[src/rtl/l1_refill_ctrl.sv]
// L1 miss-refill controller: queues miss addresses, merges duplicates, fetches each
// word from backing memory and returns it to the L1 as a one-cycle fill pulse.
module l1_refill_ctrl #(
    parameter int ADDR_W  = 32,
    parameter int DATA_W  = 32,
    parameter int QDEPTH  = 2,
    parameter int TIMEOUT = 64
) (
    input  logic              clk,
    input  logic              rst,
    input  logic              miss_valid,
    input  logic [ADDR_W-1:0] miss_addr,
    output logic              miss_ready,
    output logic              mem_req_valid,
    output logic [ADDR_W-1:0] mem_req_addr,
    input  logic              mem_req_ready,
    input  logic              mem_resp_valid,
    input  logic [DATA_W-1:0] mem_resp_data,
    input  logic              mem_resp_err,
    output logic              fill_valid,
    output logic [ADDR_W-1:0] fill_addr,
    output logic [DATA_W-1:0] fill_data,
    output logic              fill_err,
    output logic              busy
);
    localparam int PW = $clog2(QDEPTH);
    localparam int CW = PW + 1;
    localparam int TW = $clog2(TIMEOUT) + 1;

    localparam logic [1:0] S_IDLE = 2'd0;
    localparam logic [1:0] S_REQ  = 2'd1;
    localparam logic [1:0] S_WAIT = 2'd2;
    localparam logic [1:0] S_FILL = 2'd3;

    logic [ADDR_W-1:0] fifo_mem [QDEPTH];
    logic [PW-1:0]     head_reg, tail_reg;
    logic [CW-1:0]     count_reg, count_next;
    logic [1:0]        state_reg, state_next;
    logic [TW-1:0]     timer_reg;
    logic [ADDR_W-1:0] inflight_reg;

    logic              mem_req_valid_reg, fill_valid_reg, fill_err_reg, busy_reg;
    logic [ADDR_W-1:0] mem_req_addr_reg, fill_addr_reg;
    logic [DATA_W-1:0] fill_data_reg;

    logic [QDEPTH-1:0] entry_hit;
    logic              inflight_hit, dup, push, pop, fill_start;

    // An entry is live when its distance from head is below the occupancy count.
    generate
        for (genvar gi = 0; gi < QDEPTH; gi++) begin : g_hit
            logic [PW-1:0] offset;
            assign offset        = PW'(gi) - head_reg;
            assign entry_hit[gi] = ({1'b0, offset} < count_reg) && (fifo_mem[gi] == miss_addr);
        end
    endgenerate

    assign miss_ready   = count_reg < CW'(QDEPTH);
    assign inflight_hit = ((state_reg == S_WAIT) || (state_reg == S_FILL)) && (inflight_reg == miss_addr);
    assign dup          = (|entry_hit) || inflight_hit;
    assign push         = miss_valid && miss_ready && !dup;
    assign pop          = (state_reg == S_REQ) && mem_req_ready;
    assign fill_start   = (state_reg == S_WAIT) && (state_next == S_FILL);

    always_comb begin
        count_next = count_reg;
        if (push && !pop)
            count_next = count_reg + CW'(1);
        else if (pop && !push)
            count_next = count_reg - CW'(1);
    end

    always_comb begin
        state_next = state_reg;
        case (state_reg)
            S_IDLE: if (count_reg != '0) state_next = S_REQ;
            S_REQ:  if (mem_req_ready) state_next = S_WAIT;
            S_WAIT: if (mem_resp_valid || (timer_reg == TW'(TIMEOUT - 1))) state_next = S_FILL;
            default: state_next = S_IDLE;
        endcase
    end

    // Storage has no reset; flushing is done by clearing the pointers and count.
    always_ff @(posedge clk) begin
        if (push)
            fifo_mem[tail_reg] <= miss_addr;
    end

    always_ff @(posedge clk or posedge rst) begin
        if (rst) begin
            head_reg          <= '0;
            tail_reg          <= '0;
            count_reg         <= '0;
            state_reg         <= S_IDLE;
            timer_reg         <= '0;
            inflight_reg      <= '0;
            mem_req_valid_reg <= 1'b0;
            mem_req_addr_reg  <= '0;
            fill_valid_reg    <= 1'b0;
            fill_addr_reg     <= '0;
            fill_data_reg     <= '0;
            fill_err_reg      <= 1'b0;
            busy_reg          <= 1'b0;
        end else begin
            state_reg <= state_next;
            count_reg <= count_next;
            if (push)
                tail_reg <= tail_reg + PW'(1);
            if (pop) begin
                head_reg     <= head_reg + PW'(1);
                inflight_reg <= fifo_mem[head_reg];
                timer_reg    <= '0;
            end else if (state_reg == S_WAIT) begin
                timer_reg <= timer_reg + TW'(1);
            end

            // Request outputs are loaded on entry to REQ so they appear with the state.
            mem_req_valid_reg <= (state_next == S_REQ);
            if (state_next == S_REQ)
                mem_req_addr_reg <= fifo_mem[head_reg];

            fill_valid_reg <= fill_start;
            if (fill_start) begin
                fill_addr_reg <= inflight_reg;
                if (mem_resp_valid) begin
                    fill_err_reg  <= mem_resp_err;
                    fill_data_reg <= mem_resp_err ? '0 : mem_resp_data;
                end else begin
                    fill_err_reg  <= 1'b1;
                    fill_data_reg <= '0;
                end
            end

            busy_reg <= (count_next != '0) || (state_next != S_IDLE);
        end
    end

    assign mem_req_valid = mem_req_valid_reg;
    assign mem_req_addr  = mem_req_addr_reg;
    assign fill_valid    = fill_valid_reg;
    assign fill_addr     = fill_addr_reg;
    assign fill_data     = fill_data_reg;
    assign fill_err      = fill_err_reg;
    assign busy          = busy_reg;

endmodule
[config.mk]
export PLATFORM = sky130hd
export DESIGN_NAME = l1_refill_ctrl
export DESIGN_NICKNAME = d
export VERILOG_FILES = /design/src/rtl/l1_refill_ctrl.sv
export SDC_FILE = /design/constraint.sdc
export NUM_CORES = 1
export LEC_CHECK = 0
export CORE_ASPECT_RATIO = 0.5
export CORE_MARGIN = 2
export CORE_UTILIZATION = 47
export CTS_CLUSTER_SIZE = 12
export DETAILED_ROUTE_END_ITERATION = 8
export GPL_TIMING_DRIVEN = 0
export PLACE_DENSITY_LB_ADDON = 0.12
export RECOVER_POWER = 50
export SYNTH_ARGS = -nofsm -noshare
export SYNTH_HDL_FRONTEND = slang
export SYNTH_SLANG_ARGS = --single-unit
export TNS_END_PERCENT = 50
[constraint.sdc]
create_clock -name clk -period 4.7 [get_ports clk]
set_clock_uncertainty 0.05 [all_clocks]
set_input_delay 0.94 -clock clk [delete_from_list [all_inputs] [get_ports clk]]
set_output_delay 0.94 -clock clk [all_outputs]
set_load 0.005 [all_outputs]
; ---- Word level (Yosys, flattened, before mapping)
; Memory sizes are Yosys's and may differ from the RTL's.
; Index checks and enable logic that the tools add are counted.
[word_totals]
ff_bits = 145
mem_bits_rw = 64
input_bits = 70
n_memories = 1
[mem_list]
columns = name, depth, width, read_ports, rd_ports_with_merged_regs, write_ports, line_no
row1 = fifo_mem, 2, 32, 3, 0, 1, 35  ; logic [ADDR_W-1:0] fifo_mem [QDEPTH];
[op_classes]
n_addsub = 7
order_cmp = 3
eq_ne = 9
muxes = 13
reduce_logical = 22
[ops]
columns = op, count
row1 = 32-bit equality test, 3
row2 = 32-bit 2-to-1 mux, 2
row3 = 7-bit 2-to-1 mux, 2
row4 = 2-bit 2-to-1 mux, 5
row5 = 1-bit logical AND, 9
row6 = 2-bit nonzero test, 4
row7 = 7-bit by 1-bit adder with 7-bit output (second input constant), 1
row8 = 7-bit by 6-bit equality test with 1-bit output (second input constant), 1
row9 = 2-bit equality test (second input constant), 3
row10 = 2-bit one-hot mux with 3 select lines, 1
row11 = 2-bit by 1-bit equality test with 1-bit output (second input constant), 2
row12 = 1-bit logical OR, 4
row13 = 1-bit by 2-bit less-than comparator with 1-bit output, 2
row14 = 1-bit zero test, 3
row15 = 1-bit 2-to-1 mux, 3
row16 = 1-bit adder (second input constant), 2
row17 = 2-bit by 1-bit adder with 2-bit output (second input constant), 1
row18 = 2-bit zero test, 1
row19 = 2-bit less-than comparator (second input constant), 1
row20 = 2-bit OR reduction, 1
row21 = 1-bit subtractor (first input constant), 2
row22 = 2-bit by 1-bit subtractor with 2-bit output (second input constant), 1

; ---- Longest topological paths before layout
; Gate-level depths: netlist (run 1).
[logic_depth]
word_depth = 13
depth_mapped = 8

; ---- Worst setup path after synthesis (run 1)
; Ideal clock, no wire load.
[synth_timing]
kind = input port to flip-flop
startpoint = input port miss_addr[26]
endpoint = memory fifo_mem[0][0], enable pin
setup_time_ns = 0.425
arrival_time_ns = 3.364
required_time_ns = 4.225
setup_slack_ns = 0.861
path_stages = 7
path_buffers = 0
cell_sequence = xor2_1 > nor2_1 > and4_1 > and3_1 > nor3_2 > and2_4 > nor2b_1
[synth_via]
elab_chain_len = 8
word_cells_on_any_way = 12
[synth_lines]
columns = item, line_no
row1 = "start, declared", 12  ; input logic [ADDR_W-1:0] miss_addr,
row2 = 32-bit equality test, 54  ; assign entry_hit[gi] = ({1'b0, offset} < count_reg) && (fifo_mem[gi] == miss_addr);
row3 = 1-bit logical AND, 54
row4 = 2-bit OR reduction, 60  ; assign dup = (|entry_hit) || inflight_hit;
row5 = 1-bit logical OR *, 60
row6 = 1-bit zero test *, 61  ; assign push = miss_valid && miss_ready && !dup;
row7 = 1-bit logical AND *, 61
row8 = 1-bit 2-to-1 mux *, 85  ; if (push)
row9 = 1-bit 2-to-1 mux (not written as such) *, 86  ; fifo_mem[tail_reg] <= miss_addr;
row10 = "end, declared", 35
; Mark *: on every way between the ends. The rest lies on a longest branch, timed or not.

; ---- Worst setup path in the final report (run 1)
[layout_timing]
startpoint = input port miss_addr[11]
endpoint = memory fifo_mem[0][5], enable pin
; The elaborated chain is that of the path after synthesis.

==> impl_metrics.toml, run 1 <==
[grt]
gr-usage-all-layers = 0.248
grt_max_degree = 42
grt_pass1_vias = 6204
grt_pass1_wl_um = 36900
antenna_found_initial = 0
grt_overflow = 0

[cts]
holdBufCountCts = 0
clock_path_buffers = 3
cts_sinks = 209
cts_tree = "done"
clk_pin_slew_ns = 0.06
postCtsSetupRepairBufs = 0
cts-root-buf = "clkbuf_16"
cts-resized-gates = 0
h-tree-depth = 1
numCtsBuffers = 21
clock_latency_ns = 0.51

[setup_path]
path_delay_family = "simple AND/OR/NAND/NOR gates"
cp-start-kind = "input port"
crit_chain = "dlygate4sd3_1 -> xor2_1 -> nor4_1 -> nand4_1 -> nor3_2 -> nor3_2 -> and2_4 -> nor2b_4 -> buf_16"
cpPeakStageDelay_ns = 0.68
cp-end-kind = "flop"
cp_num_buf_inv = 2
crit_top_cell = "nor3_2"
crit_slowest_cell = "dlygate4sd3_1"
crit_required_ns = 4.86
crit_fanout = 20
critPathKind = "input port to flop"
crit_arrival_ns = 3.82

[cells_and_area]
num_antenna_cells = 0
layout-drive-gt1-share = 0.0427
top_register = "fifo_mem"
largest_reg_flops = 64
final_common_cell = "dfrtp_1"
layout_common_cells = "dfrtp_1 (145), nand2_1 (134), clkdlybuf4s50_1 (134)"
final_nets = 994
fin_cells = 1176
synthToLayoutAreaGrowth_pct = 31.0

[placed_design]
dp_cells = 1139
gp_congestion = 0.808
dp_hpwl_um = 17400
io_buffers = 170

[power_and_ir_drop]
power.total_mw = 7.02
ir_drop_uv = 290
power_density_nw_per_um2 = 619
p_leak_nw = 4.78

[drt]
vias_per_cell = 5.30
wire_per_inst_um = 20.3
drt-total-wl_um = 23900
drc = 0
drt_iter0_markers = 415
ant_nets = 0
via_count = 6231
drt_first_pass_iters = 5

[die]
fp.dieW_um = 196
die_y_um = 100
ioPinCount = 171
fp-row-count = 35
coreArea_um2 = 18200
initial_core_util = 0.475
die_area_um2 = 19600

[yosys]
postSynthCellCount = 725
syn_area_per_cell_um2 = 11.9
syn_nets = 797
synth_area_um2 = 8660
yosys_warnings = 0
ys_seq_area_frac = 0.641
synth.distinct_cells = 35
synth-seq-cells = 209

[run]
max_cap_violations = 1

[timing]
finalCritPeriodShare = 0.779
maxSlewViolCount = 33
fmax_mhz = 273
setup_viol = 0
maxSlewHeadroom = -0.0711
hold_violations = 0
grt_setup_unrepaired = "false"
worst_pin_slew_ns = 1.60
period_minus_slack_ns = 3.66

[status]
violations = "max-capacitance violations, max-slew violations"
outcome = "finished with violations"

[worst_hold_path]
hold_class = "flop to flop"
## kinds of logic after synthesis
logic type               synth area share
multiplexers                       0.0382
flip-flops                          0.641
AO/OA/AOI/OAI                      0.0804
buffers and inverters              0.0182
XOR/XNOR                            0.101
AND/OR/NAND/NOR                     0.118
adder cells (fa/ha/maj)           0.00289
## routing by layer
layer,vias to the layer above,track usage,part of all wire
met5,-,0,0
met4,0,0.0408,0.014
met3,27,0.0601,0.081
met2,220,0.358,0.41
met1,3078,0.385,0.49
li1,2906,-,-
## cells in the mapped netlist (all sizes together)
cell type	count	area share
nor3	6	0.0046
ha	2	0.0029
a22o	32	0.032
and2	2	0.0017
nor3b	1	0.0014
nor4	18	0.014
nand3b	1	0.00087
clkbuf	17	0.0074
or3	1	0.00072
a21oi	35	0.020
nand3	9	0.0052
mux2i	33	0.038
nand4	9	0.0065
xor2	74	0.075
and4b	1	0.0012
nand2	134	0.058
o31ai	1	0.0014
o21ai	44	0.025
dfrtp	145	0.42
and4	1	0.0010
a211oi	1	0.00087
buf	16	0.0078
nor2b	3	0.0022
inv	7	0.0030
nand2b	2	0.0014
xnor2	26	0.026
and3	4	0.0030
nor2	36	0.016
edfxtp	64	0.22
## worst min-delay path, cell delays in order (launching register included)
cell,delay (ns)
dfrtp_1,0.34
nand2_1,0.05
nand2_1,0.06
## final timing paths
path	endpoint	slack [ns]	cells after the start	start
min in group asynchronous	fill_data[1]	1.24	2	rst
max in group asynchronous	mem_req_addr[6]	1.49	4	rst
setup / recovery	fifo_mem[0][5]	1.04	9	miss_addr[11]
setup reg to reg	fifo_mem[0][5]	1.77	8	fifo_mem[1][11]
hold / removal	fill_addr[14]	0.42	2	fill_addr[14]
hold reg to reg	fill_addr[14]	0.42	2	fill_addr[14]
## per-stage QoR
step	area (µm²)	setup slack, ns	setup TNS [ns]	util	hold WS [ns]
after floorplan	8660	0.861	0	-	0.400
after CTS	11400	1.24	0	0.623	0.428
after detailed placement	10800	0.715	0	0.591	0.413
after global routing	11300	1.03	0	0.622	0.454
after global placement	10700	-1.19	-38.03	0.585	0.411
final	11300	1.04	0	0.622	0.425
## area by class of cell
cell class | instances | area [µm²]
plain buffers | 33 | 128
repair buffers | 174 | 1770
fillers | 1508 | 6880
flip-flops and latches | 209 | 5550
clock inverters | 1 | 8.76
inverters | 7 | 27.5
multi-input cells | 476 | 2960
well taps | 240 | 300
clock buffers | 36 | 592
## report_power, final
group,internal (mW),switching (mW),total (mW)
clock network,0.853,0.690,1.54
logic,1.29,1.24,2.53
registers,2.52,0.425,2.94
total,4.66,2.35,7.02
Power figures use the tool's default switching activity.
==> run 2: changes to the inputs <==
==> constraint.sdc (replaced) <==
create_clock -name clk -period 3 [get_ports clk]
set_clock_uncertainty 0.05 [all_clocks]
set_input_delay 0.6 -clock clk [delete_from_list [all_inputs] [get_ports clk]]
set_output_delay 0.6 -clock clk [all_outputs]
set_load 0.005 [all_outputs]
==> run 2 against run 1 <==
Net effect:
- the flow still finishes with violations (max-capacitance violations, max-slew violations)
- register-to-register slack got worse by 1.5 ns
- via count is 0.16% lower
- non-clock buffer count grew 1
- utilization grew 0.16 points
- clock-buffer cell count stayed put
- clock power rose by 57%
- first-iteration DRC count is 5.1% lower
- critical endpoint unchanged
- largest power group unchanged
- highest routed layer unchanged
==> impl_metrics.toml, run 2 (same netlist as run 1, synthesis figures left out) <==
[power_and_ir_drop]
pwr-share-comb = 0.358
switching_share = 0.336
p_leak_nw = 4.82
ir_drop_uv = 471
power_density_nw_per_um2 = 963
p_int_mw = 7.27
p_seq_frac = 0.421
switchingPower_mw = 3.68
p_clk_frac = 0.221

[cells_and_area]
num-fill-cells = 1502
num_antenna_cells = 0
multi_input_area_um2 = 2960
final_nets = 995
stdcell_area_um2 = 11400
top_register = "fifo_mem"
layout_common_cells = "dfrtp_1 (145), nand2_1 (134), clkdlybuf4s50_1 (115)"
regArea_um2 = 5550
layout-drive-gt1-share = 0.0470
largest_reg_flops = 64
synthToLayoutAreaGrowth_pct = 31.3
fin_cells = 1177
final_common_cell = "dfrtp_1"

[die]
fp.dieW_um = 196
initial_core_util = 0.475
die_y_um = 100
coreArea_um2 = 18200
fp-row-count = 35
die_area_um2 = 19600
ioPinCount = 171

[worst_hold_path]
hold_class = "flop to flop"
min_path_cells = 2
worstHoldEndpoint = "fill_addr[14]"
min_from = "fill_addr[14]"

[drt]
vias_per_cell = 5.29
routed-wl-met2_um = 9970
drt-total-wl_um = 23900
ant_nets = 0
via_count = 6221
drc = 0
wire_per_inst_um = 20.3
drt_first_pass_iters = 5
drt-met1-wl_um = 11600
routed.top_layer = "met4"
drt_iter0_markers = 394
route.met3.wl_um = 1990

[setup_path]
critPathKind = "input port to flop"
crit_fanout = 20
crit_arrival_ns = 3.13
crit_required_ns = 3.16
cp-start-kind = "input port"
r2r_slack_ns = 0.27
r2r_cells = 7
timing.rr.start = "count_reg[1]"
r2r_end = "mem_req_addr[13]"
cp-end-kind = "flop"

[grt]
antenna_found_initial = 0
grt_pass1_vias = 6223
grt_pass1_wl_um = 36900
gr-usage-all-layers = 0.248
grt_max_degree = 42
grt_overflow = 0

[placed_design]
io_buffers = 170
gp_congestion = 0.808
place_area_um2 = 10800
dp_cells = 1139
dp_hpwl_um = 17400

[status]
outcome = "finished with violations"
violations = "max-capacitance violations, max-slew violations"

[cts]
numCtsBuffers = 21
cts-root-buf = "clkbuf_16"
clock_path_buffers = 3
clk_pin_slew_ns = 0.06
h-tree-depth = 1
cts_sinks = 209
clock_latency_ns = 0.51
cts_tree = "done"

[timing]
worst_pin_slew_ns = 1.60
grt_setup_unrepaired = "false"
maxSlewHeadroom = -0.0751
maxSlewViolCount = 33
setup_viol = 0
finalCritPeriodShare = 0.992
period_minus_slack_ns = 2.97
hold_violations = 0
fmax_mhz = 336

[run]
max_cap_violations = 1
[run 2: cell count changes in the layout (fill, tap and decap cells not counted), sizes merged]
cell	change
buf	-1
clkdlybuf4s50	-19
dlygate4sd3	+19
clkbuf	+2
[run 2: how the worst max path moves through the flow]
stage,startpoint,to,slack (ns),depth (start not counted)
3_5_place_dp,miss_addr[11],fifo_mem[0][13],-0.65,9
4_1_cts,count_reg[1],mem_req_addr[13],0.12,7
3_3_place_gp,miss_addr[11],fifo_mem[0][13],-2.55,8
2_1_floorplan,miss_addr[26],fifo_mem[0][0],-0.50,7
6_report,miss_addr[11],fifo_mem[0][5],0.03,9
5_1_grt,miss_addr[8],fifo_mem[0][5],0.04,9
[run 2: area by class of cell]
type,instances,area share
Buffer,33,0.0116
Clock buffer,36,0.0521
Clock inverter,1,0.000770
Inverter,7,0.00242
Multi-Input combinational cell,476,0.260
Sequential cell,209,0.488
Tap cell,240,0.0264
Timing Repair Buffer,175,0.158
[run 2: what timing repair did]
item | 4_1_cts | 5_1_grt
pin swaps | 0 | 0
endpoints found under the setup margin | 52 | 19
resized for setup | 1 | 2
buffers inserted | 1 | 0
gates cloned | 0 | 0
hold buffers | 0 | 0
endpoints found under the hold margin | 0 | 0
[run 2: routing by layer]
| metal | global-route usage | vias up |
|---|---|---|
| met3 | 0.0642 | 27 |
| met1 | 0.382 | 3055 |
| met4 | 0.0414 | 0 |
| met2 | 0.357 | 231 |
| met5 | 0 | - |
| li1 | - | 2908 |
[run 2: power groups by stage]
stage	Combinational [mW]	Clock [mW]	Sequential, mW
floorplan	1.79	0	4.58
global placement	3.91	0	4.62
detailed placement	3.99	0	4.66
CTS	4.03	2.47	4.61
global route	4.33	2.59	4.74
finish	3.92	2.42	4.61
[run 2: stage by stage]
| stage | hold slack [ns] | util | total power, mW | worst slack (ns) | TNS, ns |
|---|---|---|---|---|---|
| 2_1_floorplan | 0.400 | - | 6.38 | -0.499 | -15.96 |
| 3_3_place_gp | 0.411 | 0.585 | 8.52 | -2.55 | -211.41 |
| 3_5_place_dp | 0.413 | 0.591 | 8.64 | -0.645 | -39.56 |
| 4_1_cts | 0.428 | 0.625 | 11.1 | 0.116 | 0 |
| 5_1_grt | 0.449 | 0.624 | 11.7 | 0.0436 | 0 |
| 6_report | 0.420 | 0.624 | 10.9 | 0.0253 | 0 |
[run 2: critical path: stages]
cell             delay (ns)
clkdlybuf4s50_1        0.61
xor2_1                 0.40
nor4_1                 0.18
nand4_1                0.17
nor3_2                 0.06
nor3_2                 0.40
and2_4                 0.26
nor2b_4                0.24
buf_16                 0.20
==> run 3: changes to the inputs <==
--- a/config.mk
+++ b/config.mk
@@ -7,12 +7,13 @@
 export LEC_CHECK = 0
 export CORE_ASPECT_RATIO = 0.5
 export CORE_MARGIN = 2
-export CORE_UTILIZATION = 47
+export CORE_UTILIZATION = 56
 export CTS_CLUSTER_SIZE = 12
 export DETAILED_ROUTE_END_ITERATION = 8
 export GPL_TIMING_DRIVEN = 0
 export PLACE_DENSITY_LB_ADDON = 0.12
 export RECOVER_POWER = 50
+export SKIP_LAST_GASP = 1
 export SYNTH_ARGS = -nofsm -noshare
 export SYNTH_HDL_FRONTEND = slang
 export SYNTH_SLANG_ARGS = --single-unit
==> constraint.sdc (replaced) <==
create_clock -name clk -period 3.5 [get_ports clk]
set_clock_uncertainty 0.05 [all_clocks]
set_input_delay 0.7 -clock clk [delete_from_list [all_inputs] [get_ports clk]]
set_output_delay 0.7 -clock clk [all_outputs]
set_load 0.005 [all_outputs]
==> run 3 against run 2 <==
Net effect:
- the run now ends clean
- worst setup slack better by 0.15 ns
- routed wire length is 2.7% lower
- cell area is 0.92% lower
- highest routed layer is now met5
- sequential share of layout area is 0.46 points higher
==> impl_metrics.toml, run 3 (same netlist as run 1, synthesis figures left out) <==
[status]
outcome = "completed"

[cts]
cts-resized-gates = 0
clk_pin_slew_ns = 0.06
numCtsBuffers = 21
cts_sinks = 209
clock_latency_ns = 0.51
clock_path_buffers = 3
h-tree-depth = 1
holdBufCountCts = 0
cts-root-buf = "clkbuf_16"
cts_tree = "done"

[power_and_ir_drop]
switching_share = 0.337
power.total_mw = 9.36
pwr-share-comb = 0.361
p_clk_frac = 0.215
switchingPower_mw = 3.16
p_int_mw = 6.20
ir_drop_uv = 410
p_leak_nw = 4.79
power_density_nw_per_um2 = 831
p_seq_frac = 0.424

[cells_and_area]
layout-drive-gt1-share = 0.0450
final_nets = 995
largest_reg_flops = 64
fin_cells = 1137
final_common_cell = "dfrtp_1"
layout_common_cells = "dfrtp_1 (145), nand2_1 (134), clkdlybuf4s50_1 (121)"
top_register = "fifo_mem"
num_antenna_cells = 0
multi_input_area_um2 = 2960
regArea_um2 = 5550
num-fill-cells = 1059
synthToLayoutAreaGrowth_pct = 30.1

[die]
die_y_um = 91.9
ioPinCount = 171
initial_core_util = 0.568
fp.dieW_um = 180
coreArea_um2 = 15300
fp-row-count = 32
die_area_um2 = 16500

[timing]
hold_violations = 0
finalCritPeriodShare = 0.950
period_minus_slack_ns = 3.33
setup_viol = 0
finalSetupTns_ns = 0
fmax_mhz = 301
worst_pin_slew_ns = 1.08
hold_ws_ns = 0.424
maxSlewHeadroom = 0.273
grt_setup_unrepaired = "false"
maxSlewViolCount = 0

[setup_path]
cp-start-kind = "input port"
crit_fanout = 32
timing.rr.start = "count_reg[1]"
crit_arrival_ns = 3.40
crit_start = "miss_addr[20]"
critPathKind = "input port to flop"
cp-end-kind = "flop"
crit_required_ns = 3.58

[drt]
ant_nets = 0
drc = 0
vias_per_cell = 5.63
drt_first_pass_iters = 5
via_count = 6397
drt_iter0_markers = 490
wire_per_inst_um = 20.4
drt-total-wl_um = 23200

[run]
max_cap_violations = 0

[grt]
grt_pass1_wl_um = 35700
grtUsageMet2 = 0.428
antenna_found_initial = 0
grt_pass1_vias = 6353
gr-usage-all-layers = 0.283
use_met3 = 0.0647
grt_overflow = 0
grt_max_degree = 45
use_met1 = 0.421
top_usage_layer = "met2"

[placed_design]
io_buffers = 170
dp_cells = 1103
gp_congestion = 0.852
dp_hpwl_um = 16600

[worst_hold_path]
min_from = "fill_addr[15]"
hold_class = "flop to flop"
## run 3: cell count changes in the layout (fill, tap and decap cells not counted), sizes merged
cell           delta
clkbuf            -5
clkdlybuf4s50     +6
clkinvlp          +1
dlygate4sd3       -6
## run 3: metal layers
| layer | wire, µm | up-vias |
|---|---|---|
| met3 | 2000 | 33 |
| met4 | 319 | 2 |
| li1 | - | 2910 |
| met5 | 36 | - |
| met1 | 10600 | 3162 |
| met2 | 10200 | 290 |
## run 3: power by group through the flow
| stage | Clock, mW | Sequential [mW] | Combinational, mW |
|---|---|---|---|
| CTS | 2.03 | 3.96 | 3.43 |
| floorplan | 0 | 3.93 | 1.54 |
| global route | 2.12 | 4.06 | 3.67 |
| detailed placement | 0 | 3.99 | 3.39 |
| global placement | 0 | 3.95 | 3.30 |
| finish | 2.01 | 3.97 | 3.38 |
## run 3: layout make-up
class	count	area share
Buffer	33	0.0114
Clock inverter	2	0.00144
Timing Repair Buffer	175	0.157
Tap cell	204	0.0227
Sequential cell	209	0.493
Clock buffer	31	0.0500
Inverter	7	0.00244
Multi-Input combinational cell	476	0.263
## run 3: metrics by stage
| step | utilization | cell area, µm² | setup WS (ns) |
|---|---|---|---|
| CTS | 0.740 | 11300 | 0.155 |
| floorplan | - | 8660 | -0.0989 |
| global route | 0.738 | 11300 | 0.0971 |
| finish | 0.738 | 11300 | 0.174 |
| detailed placement | 0.702 | 10700 | -0.314 |
| global placement | 0.696 | 10600 | -2.06 |
## run 3: repair_timing
| item | 4_1_cts | 5_1_grt |
|---|---|---|
| buffers inserted | 0 | 1 |
| hold endpoints to repair | 0 | 0 |
| setup endpoints to repair | 0 | 17 |
## run 3: path summary, 6_finish.rpt
path | slack [ns] | depth (start not counted) | endpoint
setup / recovery | 0.17 | 7 | fifo_mem[1][6]
hold / removal | 0.42 | 2 | fill_addr[15]
setup reg to reg | 0.52 | 7 | mem_req_addr[8]
hold reg to reg | 0.42 | 2 | fill_addr[15]
max in group asynchronous | 1.01 | 3 | state_reg[1]
min in group asynchronous | 0.83 | 2 | fill_addr[19]
## run 3: critical path, stage by stage
cell and delay (ns):
dlygate4sd3_1 0.68, xor2_1 0.41, nor4_2 0.11, nand4_1 0.16, o31ai_2 0.10, nor3_2 0.36
and3_2 0.84
